File: config.mk
export PLATFORM = sky130hd
export DESIGN_NAME = time_keeper
export DESIGN_NICKNAME = d
export VERILOG_FILES = /design/src/rtl/time_pkg.sv /design/src/rtl/wrap_counter.sv /design/src/rtl/time_keeper.sv
export SDC_FILE = /design/constraint.sdc
export NUM_CORES = 1
export LEC_CHECK = 0
export BUFFER_PORTS_ARGS = -buffer_cell sky130_fd_sc_hd__buf_4
export CAP_MARGIN = 10
export CELL_PAD_IN_SITES_DETAIL_PLACEMENT = 0
export CELL_PAD_IN_SITES_GLOBAL_PLACEMENT = 1
export CORE_ASPECT_RATIO = 1.5
export CORE_MARGIN = 2
export CORE_UTILIZATION = 43
export CTS_BUF_LIST = sky130_fd_sc_hd__clkbuf_8
export CTS_CLUSTER_DIAMETER = 40
export CTS_CLUSTER_SIZE = 25
export DETAILED_ROUTE_END_ITERATION = 8
export PLACE_DENSITY = 0.78
export SYNTH_ARGS = -nofsm -noshare
export SYNTH_HDL_FRONTEND = slang
export SYNTH_HIERARCHICAL = 1
export SYNTH_SLANG_ARGS = --single-unit
File: constraint.sdc
create_clock -name clk -period 4.1 [get_ports clk]
set_input_delay 1.025 -clock clk [delete_from_list [all_inputs] [get_ports clk]]
set_output_delay 1.025 -clock clk [all_outputs]
set_load 0.1 [all_outputs]
File: src/rtl/time_pkg.sv
// Shared types and constants for the wall-clock time keeper.
package time_pkg;

  typedef enum logic [1:0] {
    RUN      = 2'd0,
    SET_HOUR = 2'd1,
    SET_MIN  = 2'd2,
    SET_SEC  = 2'd3
  } set_state_e;

  localparam int SEC_MOD  = 60;
  localparam int MIN_MOD  = 60;

  localparam int SEC_LSB  = 0;
  localparam int MIN_LSB  = 8;
  localparam int HOUR_LSB = 16;

  function automatic set_state_e next_set_state(input set_state_e s);
    case (s)
      RUN:      return SET_HOUR;
      SET_HOUR: return SET_MIN;
      SET_MIN:  return SET_SEC;
      default:  return RUN;
    endcase
  endfunction

endpackage

File: src/rtl/wrap_counter.sv
// Modulo-MOD up counter with synchronous load and clear; carry flags the wrap.
module wrap_counter #(
  parameter int MOD = 60,
  parameter int W   = 6
) (
  input  logic         clk,
  input  logic         Rst_n,
  input  logic         inc,
  input  logic         clr,
  input  logic         ld,
  input  logic [W-1:0] ld_val,
  output logic [W-1:0] q,
  output logic         carry
);

  localparam logic [W-1:0] TOP = W'(MOD - 1);

  assign carry = inc && (q == TOP);

  always_ff @(posedge clk or negedge Rst_n) begin
    if (!Rst_n) begin
      q <= '0;
    end else if (ld) begin
      q <= ld_val;
    end else if (clr) begin
      q <= '0;
    end else if (inc) begin
      q <= (q == TOP) ? '0 : q + W'(1);
    end
  end

endmodule

File: src/rtl/time_keeper.sv
// 1 Hz time base with hour/min/sec counters, key-driven setting and bulk load.
// All control inputs are single-cycle pulses; sec_tick and load_err are single-cycle registered pulses.
module time_keeper
  import time_pkg::*;
#(
  parameter int SYSCLKHZ = 50_000_000,
  parameter int HOURS    = 24
) (
  input  logic        clk,
  input  logic        Rst_n,
  input  logic        En,
  input  logic        key_mode_p,
  input  logic        key_inc_p,
  input  logic        load_en,
  input  logic [23:0] load_data,
  output logic [23:0] time_data,
  output logic        sec_tick,
  output logic [1:0]  set_state,
  output logic        load_err
);

  localparam int PW = (SYSCLKHZ > 1) ? $clog2(SYSCLKHZ) : 1;
  localparam logic [PW-1:0] PRE_TC = PW'(SYSCLKHZ - 1);

  set_state_e    state_q, state_d;
  logic [PW-1:0] pre_q, pre_d;
  logic [4:0]    hour;
  logic [5:0]    minute, second;
  logic [7:0]    ld_hour, ld_min, ld_sec;
  logic          load_ok, load_go, inc_go, tick_hit, tick_go;
  logic          sec_carry, min_carry, hour_carry;
  logic          sec_clr, min_inc, hour_inc;

  assign ld_hour = load_data[HOUR_LSB +: 8];
  assign ld_min  = load_data[MIN_LSB +: 8];
  assign ld_sec  = load_data[SEC_LSB +: 8];

  assign load_ok  = (ld_hour < 8'(HOURS)) && (ld_min < 8'(MIN_MOD)) && (ld_sec < 8'(SEC_MOD));
  assign load_go  = load_en && load_ok;
  assign inc_go   = key_inc_p && !key_mode_p && !load_en;
  assign tick_hit = (state_q == RUN) && En && (pre_q == PRE_TC);
  // Any load (legal or not) or a mode key swallows a coincident tick.
  assign tick_go  = tick_hit && !load_en && !key_mode_p;

  always_comb begin
    state_d = state_q;
    pre_d   = pre_q;
    if (load_en) begin
      if (load_ok) begin
        state_d = RUN;
        pre_d   = '0;
      end
    end else if (key_mode_p) begin
      state_d = next_set_state(state_q);
      pre_d   = '0;
    end else if (state_q != RUN) begin
      pre_d = '0;
    end else if (En) begin
      pre_d = (pre_q == PRE_TC) ? '0 : pre_q + PW'(1);
    end
  end

  always_ff @(posedge clk or negedge Rst_n) begin
    if (!Rst_n) begin
      state_q  <= RUN;
      pre_q    <= '0;
      sec_tick <= 1'b0;
      load_err <= 1'b0;
    end else begin
      state_q  <= state_d;
      pre_q    <= pre_d;
      sec_tick <= tick_go;
      load_err <= load_en && !load_ok;
    end
  end

  // Manual increments never ripple: hour only follows a minute wrap caused by a tick.
  assign sec_clr  = inc_go && (state_q == SET_SEC);
  assign min_inc  = sec_carry || (inc_go && (state_q == SET_MIN));
  assign hour_inc = (sec_carry && min_carry) || (inc_go && (state_q == SET_HOUR));

  wrap_counter #(.MOD(SEC_MOD), .W(6)) u_sec (
    .clk(clk), .Rst_n(Rst_n), .inc(tick_go), .clr(sec_clr), .ld(load_go),
    .ld_val(ld_sec[5:0]), .q(second), .carry(sec_carry)
  );

  wrap_counter #(.MOD(MIN_MOD), .W(6)) u_min (
    .clk(clk), .Rst_n(Rst_n), .inc(min_inc), .clr(1'b0), .ld(load_go),
    .ld_val(ld_min[5:0]), .q(minute), .carry(min_carry)
  );

  wrap_counter #(.MOD(HOURS), .W(5)) u_hour (
    .clk(clk), .Rst_n(Rst_n), .inc(hour_inc), .clr(1'b0), .ld(load_go),
    .ld_val(ld_hour[4:0]), .q(hour), .carry(hour_carry)
  );

  hour_wrap_at_top: assert property (@(posedge clk) disable iff (!Rst_n)
    hour_carry |-> (hour == 5'(HOURS - 1)));

  assign time_data = {3'b000, hour, 2'b00, minute, 2'b00, second};
  assign set_state = state_q;

endmodule

## Yosys cells after proc, flatten, opt, wreduce, memory -nomap -nowiden

Index checks and enable logic that the tools add are counted.

| storage, ports and cells | value |
|---|---|
| flip-flop bits (word level) | 47 |
| word-level logic and storage cells | 72 |
| output and inout bits | 28 |

| cells by class | value |
|---|---|
| mux-type cells | 20 |
| reduce and logical (&&, ||, !) cells | 30 |
| order comparisons | 3 |
| add/subtract/negate cells | 4 |
| equality and inequality tests | 8 |

Operators with widths:

| operator | count |
|---|---|
| 2-to-1 mux 26 bit | 6 |
| 2-to-1 mux 6 bit | 7 |
| adder 26 x 1 -> 26 bit (second input constant) | 1 |
| equality test 26 bit (second input constant) | 1 |
| logical AND 1 bit | 16 |
| < comparator 8 x 6 -> 1 bit (second input constant) | 2 |
| 2-to-1 mux 5 bit | 3 |
| adder 6 x 1 -> 6 bit (second input constant) | 2 |
| equality test 6 bit (second input constant) | 2 |
| < comparator 8 x 5 -> 1 bit (second input constant) | 1 |
| nonzero test 2 bit | 4 |
| 2-to-1 mux 2 bit | 3 |
| case mux 2 bit (3 select lines) | 1 |
| adder 5 x 1 -> 5 bit (second input constant) | 1 |
| equality test 5 bit (second input constant) | 1 |
| equality test 2 bit (second input constant) | 2 |
| AND reduction 2 bit | 2 |
| nonzero test 4 bit | 1 |
| logical NOT 1 bit | 3 |
| nonzero test 3 bit | 1 |
| equality test 2 x 1 -> 1 bit (second input constant) | 1 |
| logical NOT 2 bit | 1 |
| logical OR 1 bit | 2 |
| != test 2 x 1 -> 1 bit (second input constant) | 1 |

## Logic depth before layout (Yosys ltp)

Gate-level depths: netlist (run 1).

| depth | value |
|---|---|
| depth after elaboration | 12 |
| depth in mapped cells | 16 |
| mapped depth without buffers | 14 |

## Cells and area by module

The synthesis (run 1) kept the hierarchy.

By module, submodules not included:

| module | area each (sq um) | cells an instance | times used |
|---|---|---|---|
| time_keeper | 1,949.4 | 215 | 1 |
| wrap_counter at u_min ... | 389.1 | 43 | 2 |
| wrap_counter at u_hour | 269.0 | 28 | 1 |

## Least setup slack after synthesis (run 1)

Ideal clock, no wire load.

| timing | value |
|---|---|
| kind | register to register |
| start | register state_q[0] (netlist: set_state[0]) |
| end | register u_hour.q[4] |
| library setup time | 0.126 ns |
| path slack | 0.224 ns |
| period minus slack after synthesis | 3.876 ns |
| data required time | 3.974 ns |
| cell stages (with the launch flop) | 17 |
| data arrival time | 3.751 ns |
| cells stage by stage | dfrtp_1 > inv_1 > ha_1 > or3b_2 > clkbuf_1 > nor3_1 > clkbuf_1 > inv_1 > nor3_1 > a31o_2 > clkbuf_1 > inv_1 > nor3_1 > a32o_1 > nand3_1 > mux2i_1 > o21ai_1 |

| between the ends | value |
|---|---|
| word-level cells in the longest chain between the ends | 11 |

Ends and longest elaborated chain:

| item | line | source |
|---|---|---|
| from (decl) | time_keeper.sv:25 | `set_state_e state_q, state_d;` |
| from (signal assigned) | time_keeper.sv:70 | `state_q <= state_d;` |
| logical NOT 2 bit | time_keeper.sv:41 | `assign tick_hit = (state_q == RUN) && En && (pre_q == PRE_TC);` |
| logical AND 1 bit (2 in series) | time_keeper.sv:41 |  |
| logical AND 1 bit (2 in series) | time_keeper.sv:43 | `assign tick_go = tick_hit && !load_en && !key_mode_p;` |
| via tick_go | time_keeper.sv:30 | `logic load_ok, load_go, inc_go, tick_hit, tick_go;` |
| logical AND 1 bit | wrap_counter.sv:18 | `assign carry = inc && (q == TOP);` |
| via sec_carry | time_keeper.sv:31 | `logic sec_carry, min_carry, hour_carry;` |
| logical OR 1 bit | time_keeper.sv:79 | `assign min_inc = sec_carry \|\| (inc_go && (state_q == SET_MIN));` |
| via min_inc | time_keeper.sv:32 | `logic sec_clr, min_inc, hour_inc;` |
| logical AND 1 bit | wrap_counter.sv:18 |  |
| via min_carry | time_keeper.sv:31 |  |
| logical AND 1 bit | time_keeper.sv:80 | `assign hour_inc = (sec_carry && min_carry) \|\| (inc_go && (state_q == SET_HOUR));` |
| logical OR 1 bit | time_keeper.sv:80 |  |
| via hour_inc | time_keeper.sv:32 |  |
| nonzero test 2 bit (no source line) | - |  |
| to (signal assigned) | wrap_counter.sv:24 | `q <= ld_val;` |
| to (signal assigned) | wrap_counter.sv:28 | `q <= (q == TOP) ? '0 : q + W'(1);` |
| to (decl) | wrap_counter.sv:12 | `output logic [W-1:0] q,` |

The timed path passes the listed nets, and every way through them passes these cells.
A chain may end at the register's enable or synchronous reset.

## Worst setup path in the final report (run 1)

| timing | value |
|---|---|
| start | input load_en |
| end | register u_hour.q[3] |

| between the ends | value |
|---|---|
| word-level cells in the longest chain between the ends | 9 |

Ends and longest elaborated chain:

| item | line | source |
|---|---|---|
| from (decl) | time_keeper.sv:14 | `input logic load_en,` |
| logical NOT 1 bit | time_keeper.sv:43 |  |
| logical AND 1 bit (2 in series) | time_keeper.sv:43 |  |
| via tick_go | time_keeper.sv:30 |  |
| logical AND 1 bit | wrap_counter.sv:18 |  |
| via sec_carry | time_keeper.sv:31 |  |
| logical OR 1 bit | time_keeper.sv:79 |  |
| via min_inc | time_keeper.sv:32 |  |
| logical AND 1 bit | wrap_counter.sv:18 |  |
| via min_carry | time_keeper.sv:31 |  |
| logical AND 1 bit | time_keeper.sv:80 |  |
| logical OR 1 bit | time_keeper.sv:80 |  |
| via hour_inc | time_keeper.sv:32 |  |
| nonzero test 2 bit (no source line) | - |  |

The timed path passes the listed nets, and every way through them passes these cells.

==> flow_summary.toml, run 1 <==
[power_and_ir_drop]
p_leak_nw = 1.52
power_density_mw_per_mm2 = 313
ir_drop_uv = 167

[clocking]
postCtsSetupBuffers = 0
h-tree-depth = 2
cts_resized = 0
cts_tree = "done"
cts-root-buf = "clkbuf_8"
cts_max_path_buffers = 2
cts_sinks = 47
hold_buffers = 0
cts_buffers = 5
path_clk_slew_ns = 0.09
clk_latency_ns = 0.30

[synth]
syn_avg_cell_area_um2 = 9.11
synthCells = 328
synth_warnings = 6
netlist_area_mm2 = 0.00299

[critical_path]
startpoint_type = "input port"
crit_top_cell = "nor3_1"
cp_data_arrival_time_ns = 3.69
crit_fanout = 7
r2r_slack_ns = 0.62
r2r-start = "pre_q[16]$_DFFE_PN0P_"
crit_path_end = "u_hour/q[3]$_DFFE_PN0P_"
path_buf_inv = 3
crit_path_top_delay_cell = "or3b_2"
critical_path_class = "in2reg"
crit_path_end_kind = "flop"
r2r_end = "u_hour/q[3]$_DFFE_PN0P_"
crit_start = "load_en"
crit_cells = 12
worst_ep_required_time_ns = 4.28
critPathTopFamily = "simple AND/OR/NAND/NOR gates"
worstPathCellList = "buf_4 -> or3b_2 -> nor3_1 -> inv_1 -> nor3_1 -> a31o_2 -> inv_1 -> nor3_1 -> a32o_1 -> nand4_1 -> mux2i_1 -> o21ai_0"
critPathMaxStageDelay_ns = 0.58
worst-r2r-cell-count = 13

[timing]
timing.fmax_ghz = 0.285
relSlewSlack_pct = 58.7
finalHoldViolCount = 0
rsz0062_at_grt = "no"
period_share_pct = 85.6
period_needed_ns = 3.51
tightest_slew_ns = 0.619
fin_skew_ns = 0.00635
finalSetupViolations = 0
fin_tns_setup_ns = 0
drv_slew = 0
fin_hold_ws_ns = 0.483

[cells_and_area]
mostFrequentLayoutCells = "buf_4 (55), dfrtp_1 (47), nand2_1 (35), a31oi_1 (34), o21ai_0 (17)"
diodes = 0
layout-drive-gt1-share_pct = 19.0
layout_commonest_cell = "buf_4"
final_util_pct = 51.3
fin_nets = 416
fin_cells = 457
synthToLayoutAreaGrowth_pct = 16.7
finalInstanceArea_mm2 = 0.00349

[global_routing]
grt_max_degree = 49
grt_pass1_wl_mm = 12.5
grt_pass1_vias = 2702
grt-ovfl-total = 0
grt_usage_pct = 20.3
antenna_found_initial = 0

[die]
fp-row-count = 37
core_area_mm2 = 0.00681
fp.dieH_um = 106
die_w_um = 72.1
dieArea_mm2 = 0.00765
io_pins = 58
start_util_pct = 43.9

[job]
drv_cap = 0

[route]
drc = 0
final_antenna_net_count = 0
wl_mm = 7.44
drtIter0Drc = 128
drt_first_pass_iters = 4
via_per_inst = 6.16
vias = 2815
wire_per_inst_um = 16.3

[placement]
port_buffers = 50
place_inst = 449
dp_hpwl_mm = 5.39
place_congestion = 0.840
place_area_mm2 = 0.00341

[status]
run_status = "completed"

[min_path]
hold_class = "reg2reg"
-- report_power, final --
part           total [W]  internal (W)  leakage (nW)  switching, W
sequential      0.000506      0.000481         0.648     0.0000253
combinational   0.000313     0.0000772         0.824      0.000236
clock           0.000272      0.000115        0.0505      0.000157
-- area by class of cell --
| type | count | area, µm² |
|---|---|---|
| clock inverter | 3 | 12.5 |
| inverter | 12 | 45.0 |
| timing repair buffer | 55 | 413 |
| clock buffer | 5 | 68.8 |
| multi-input combinational | 257 | 1680 |
| sequential | 47 | 1180 |
| tap | 78 | 97.6 |
| fill | 656 | 3320 |
-- sequential cells by signal (all words and copies together) (netlist names) --
signal     flops
load_err       1
pre_q         26
sec_tick       1
set_state      2
u_hour/q       5
u_min/q        6
u_sec/q        6
-- how the worst min path moves through the flow --
stage | end | depth (start not counted) | from
finish | pre_q[6]$_DFFE_PN0P_ | 1 | pre_q[6]$_DFFE_PN0P_
global route | pre_q[6]$_DFFE_PN0P_ | 1 | pre_q[6]$_DFFE_PN0P_
CTS | pre_q[6]$_DFFE_PN0P_ | 1 | pre_q[6]$_DFFE_PN0P_
detailed placement | pre_q[6]$_DFFE_PN0P_ | 1 | pre_q[6]$_DFFE_PN0P_
global placement | pre_q[6]$_DFFE_PN0P_ | 1 | pre_q[6]$_DFFE_PN0P_
floorplan | pre_q[6]$_DFFE_PN0P_ | 1 | pre_q[6]$_DFFE_PN0P_
-- per-stage QoR --
stage               power [W]  worst slack (ns)
floorplan            0.000749             0.226
global placement     0.000828             0.377
detailed placement   0.000830             0.272
CTS                   0.00110             0.576
global route          0.00115             0.368
finish                0.00109             0.590
-- routing by layer --
metal	GRT usage [%]	share of wire [%]
met5	0	0
met4	6.20	1.3
met3	2.84	3.9
met2	37.0	54
met1	24.0	41
No activity file was read; power rests on OpenSTA's default activity.
==> inputs of run 2 (changes only) <==
--- a/config.mk
+++ b/config.mk
@@ -16,7 +16,8 @@
 export CTS_CLUSTER_DIAMETER = 40
 export CTS_CLUSTER_SIZE = 25
 export DETAILED_ROUTE_END_ITERATION = 8
-export PLACE_DENSITY = 0.78
+export PLACE_DENSITY = 0.82
+export SLEW_MARGIN = 5
 export SYNTH_ARGS = -nofsm -noshare
 export SYNTH_HDL_FRONTEND = slang
 export SYNTH_HIERARCHICAL = 1
==> flow_summary.toml, run 2 (synthesized netlist as in run 1, its figures left out) <==
[power_and_ir_drop]
ir_drop_uv = 197
p_total_w = 0.00116
p_clk_share_pct = 29.5
p_sw_share_pct = 36.2
internal_power_w = 0.000742
power_density_mw_per_mm2 = 330
p_leak_nw = 1.53
combPwrFrac_pct = 27.1
pwr-share-seq_pct = 43.5
p_switching_w = 0.000422

[die]
fp-row-count = 37
start_util_pct = 43.9
io_pins = 58
die_w_um = 72.1
dieArea_mm2 = 0.00765
fp.dieH_um = 106
core_area_mm2 = 0.00681

[placement]
port_buffers = 50
dp_hpwl_mm = 5.47
place_congestion = 0.843
place_area_mm2 = 0.00342

[critical_path]
r2r_end = "u_hour/q[3]$_DFFE_PN0P_"
critical_path_class = "in2reg"
r2r_slack_ns = 0.66
r2r-start = "pre_q[16]$_DFFE_PN0P_"
crit_top_cell = "nor3_1"
worst-r2r-cell-count = 13
startpoint_type = "input port"
crit_path_end_kind = "flop"
crit_start = "load_en"
worstPathCellList = "buf_4 -> or3b_2 -> nor3_1 -> inv_1 -> nor3_1 -> a31o_2 -> inv_1 -> nor3_1 -> a32o_1 -> nand4_1 -> mux2i_1 -> o21ai_0"
worst_ep_required_time_ns = 4.29
crit_path_top_delay_cell = "or3b_2"
critPathMaxStageDelay_ns = 0.57
crit_fanout = 7
cp_data_arrival_time_ns = 3.66

[global_routing]
grt_pass1_wl_mm = 12.6
antenna_found_initial = 0
grt_pass1_vias = 2727
grt_max_degree = 49
grt_usage_pct = 20.3
grt-ovfl-total = 0

[timing]
fin_hold_ws_ns = 0.498
tightest_slew_ns = 0.942
fin_skew_ns = 0.00988
finalHoldViolCount = 0
drv_slew = 0
finalSetupViolations = 0
timing.fmax_ghz = 0.287
relSlewSlack_pct = 37.1
fin_tns_setup_ns = 0
period_share_pct = 84.9
rsz0062_at_grt = "no"
period_needed_ns = 3.48

[route]
drc = 0
final_antenna_net_count = 0
drtIter0Drc = 104
via_per_inst = 6.06
vias = 2774
drt_first_pass_iters = 4
wl_mm = 7.44
wire_per_inst_um = 16.2

[cells_and_area]
fillCellCount = 653
fin_nets = 417
synthToLayoutAreaGrowth_pct = 18.0
largest_reg_flops = 26
largest_registers = "pre_q x26, u_min/q x6, u_sec/q x6"
diodes = 0
layout-drive-gt1-share_pct = 19.7
mostFrequentLayoutCells = "buf_4 (56), dfrtp_1 (47), nand2_1 (35), a31oi_1 (34), o21ai_0 (17)"
layout_commonest_cell = "buf_4"
finalInstanceArea_mm2 = 0.00353
regMostFlops = "pre_q"

[clocking]
clk_latency_ns = 0.30
cts_max_path_buffers = 2
hold_buffers = 0
cts-root-buf = "clkbuf_8"
h-tree-depth = 2
path_clk_slew_ns = 0.09
cts_buffers = 5
cts_resized = 0
cts_sinks = 47
cts_tree = "done"
postCtsSetupBuffers = 0

[status]
run_status = "completed"

[min_path]
holdPathStages = 1
hold_class = "reg2reg"
worstHoldEndpoint = "pre_q[22]$_DFFE_PN0P_"
hp-start = "pre_q[22]$_DFFE_PN0P_"

[job]
drv_cap = 0
-- run 2: final cells by class --
type | count | area [µm²] | area share, %
clock buffers | 5 | 68.8 | 1.95
multi-input cells | 257 | 1680 | 47.5
flip-flops and latches | 47 | 1180 | 33.3
repair buffers | 56 | 420 | 11.9
inverters | 12 | 45.0 | 1.28
well taps | 78 | 97.6 | 2.77
clock inverters | 3 | 43.8 | 1.24
-- run 2: how the worst max path moves through the flow --
stage	cells after the start	endpoint	slack (ns)
3_5_place_dp	12	u_hour/q[3]$_DFFE_PN0P_	0.27
4_1_cts	12	u_hour/q[3]$_DFFE_PN0P_	0.59
2_1_floorplan	16	u_hour/q[3]$_DFFE_PN0P_	0.23
6_report	12	u_hour/q[3]$_DFFE_PN0P_	0.62
3_3_place_gp	12	u_hour/q[3]$_DFFE_PN0P_	0.37
5_1_grt	13	u_hour/q[3]$_DFFE_PN0P_	0.44
-- run 2: stage by stage --
step                setup WS (ns)  cells  utilization [%]
finish                      0.620    458             51.8
global route                0.443    458             51.8
CTS                         0.592    458             51.8
detailed placement          0.275    450             50.2
global placement            0.374    450             50.2
floorplan                   0.226    337                -
-- run 2: power by group through the flow --
stage          clock network, W  logic (W)  registers (W)
2_1_floorplan                 0   0.000125       0.000624
3_3_place_gp                  0   0.000314       0.000514
3_5_place_dp                  0   0.000317       0.000515
4_1_cts                0.000356   0.000318       0.000505
5_1_grt                0.000376   0.000338       0.000510
6_report               0.000343   0.000315       0.000506
-- run 2: critical path: cells and delay by family --
family | cells | cell delay (ns)
AO/OA/AOI/OAI | 3 | 0.62
buffers and inverters | 3 | 0.37
multiplexers | 1 | 0.16
AND/OR/NAND/NOR | 5 | 1.50
-- run 2: routing by layer --
layer | vias up | wire length [µm] | track usage, %
li1 | 1342 | - | -
met1 | 1358 | 3120 | 24.4
met2 | 67 | 3980 | 37.2
met3 | 7 | 290 | 2.75
met4 | 0 | 53 | 4.99
met5 | - | 0 | 0
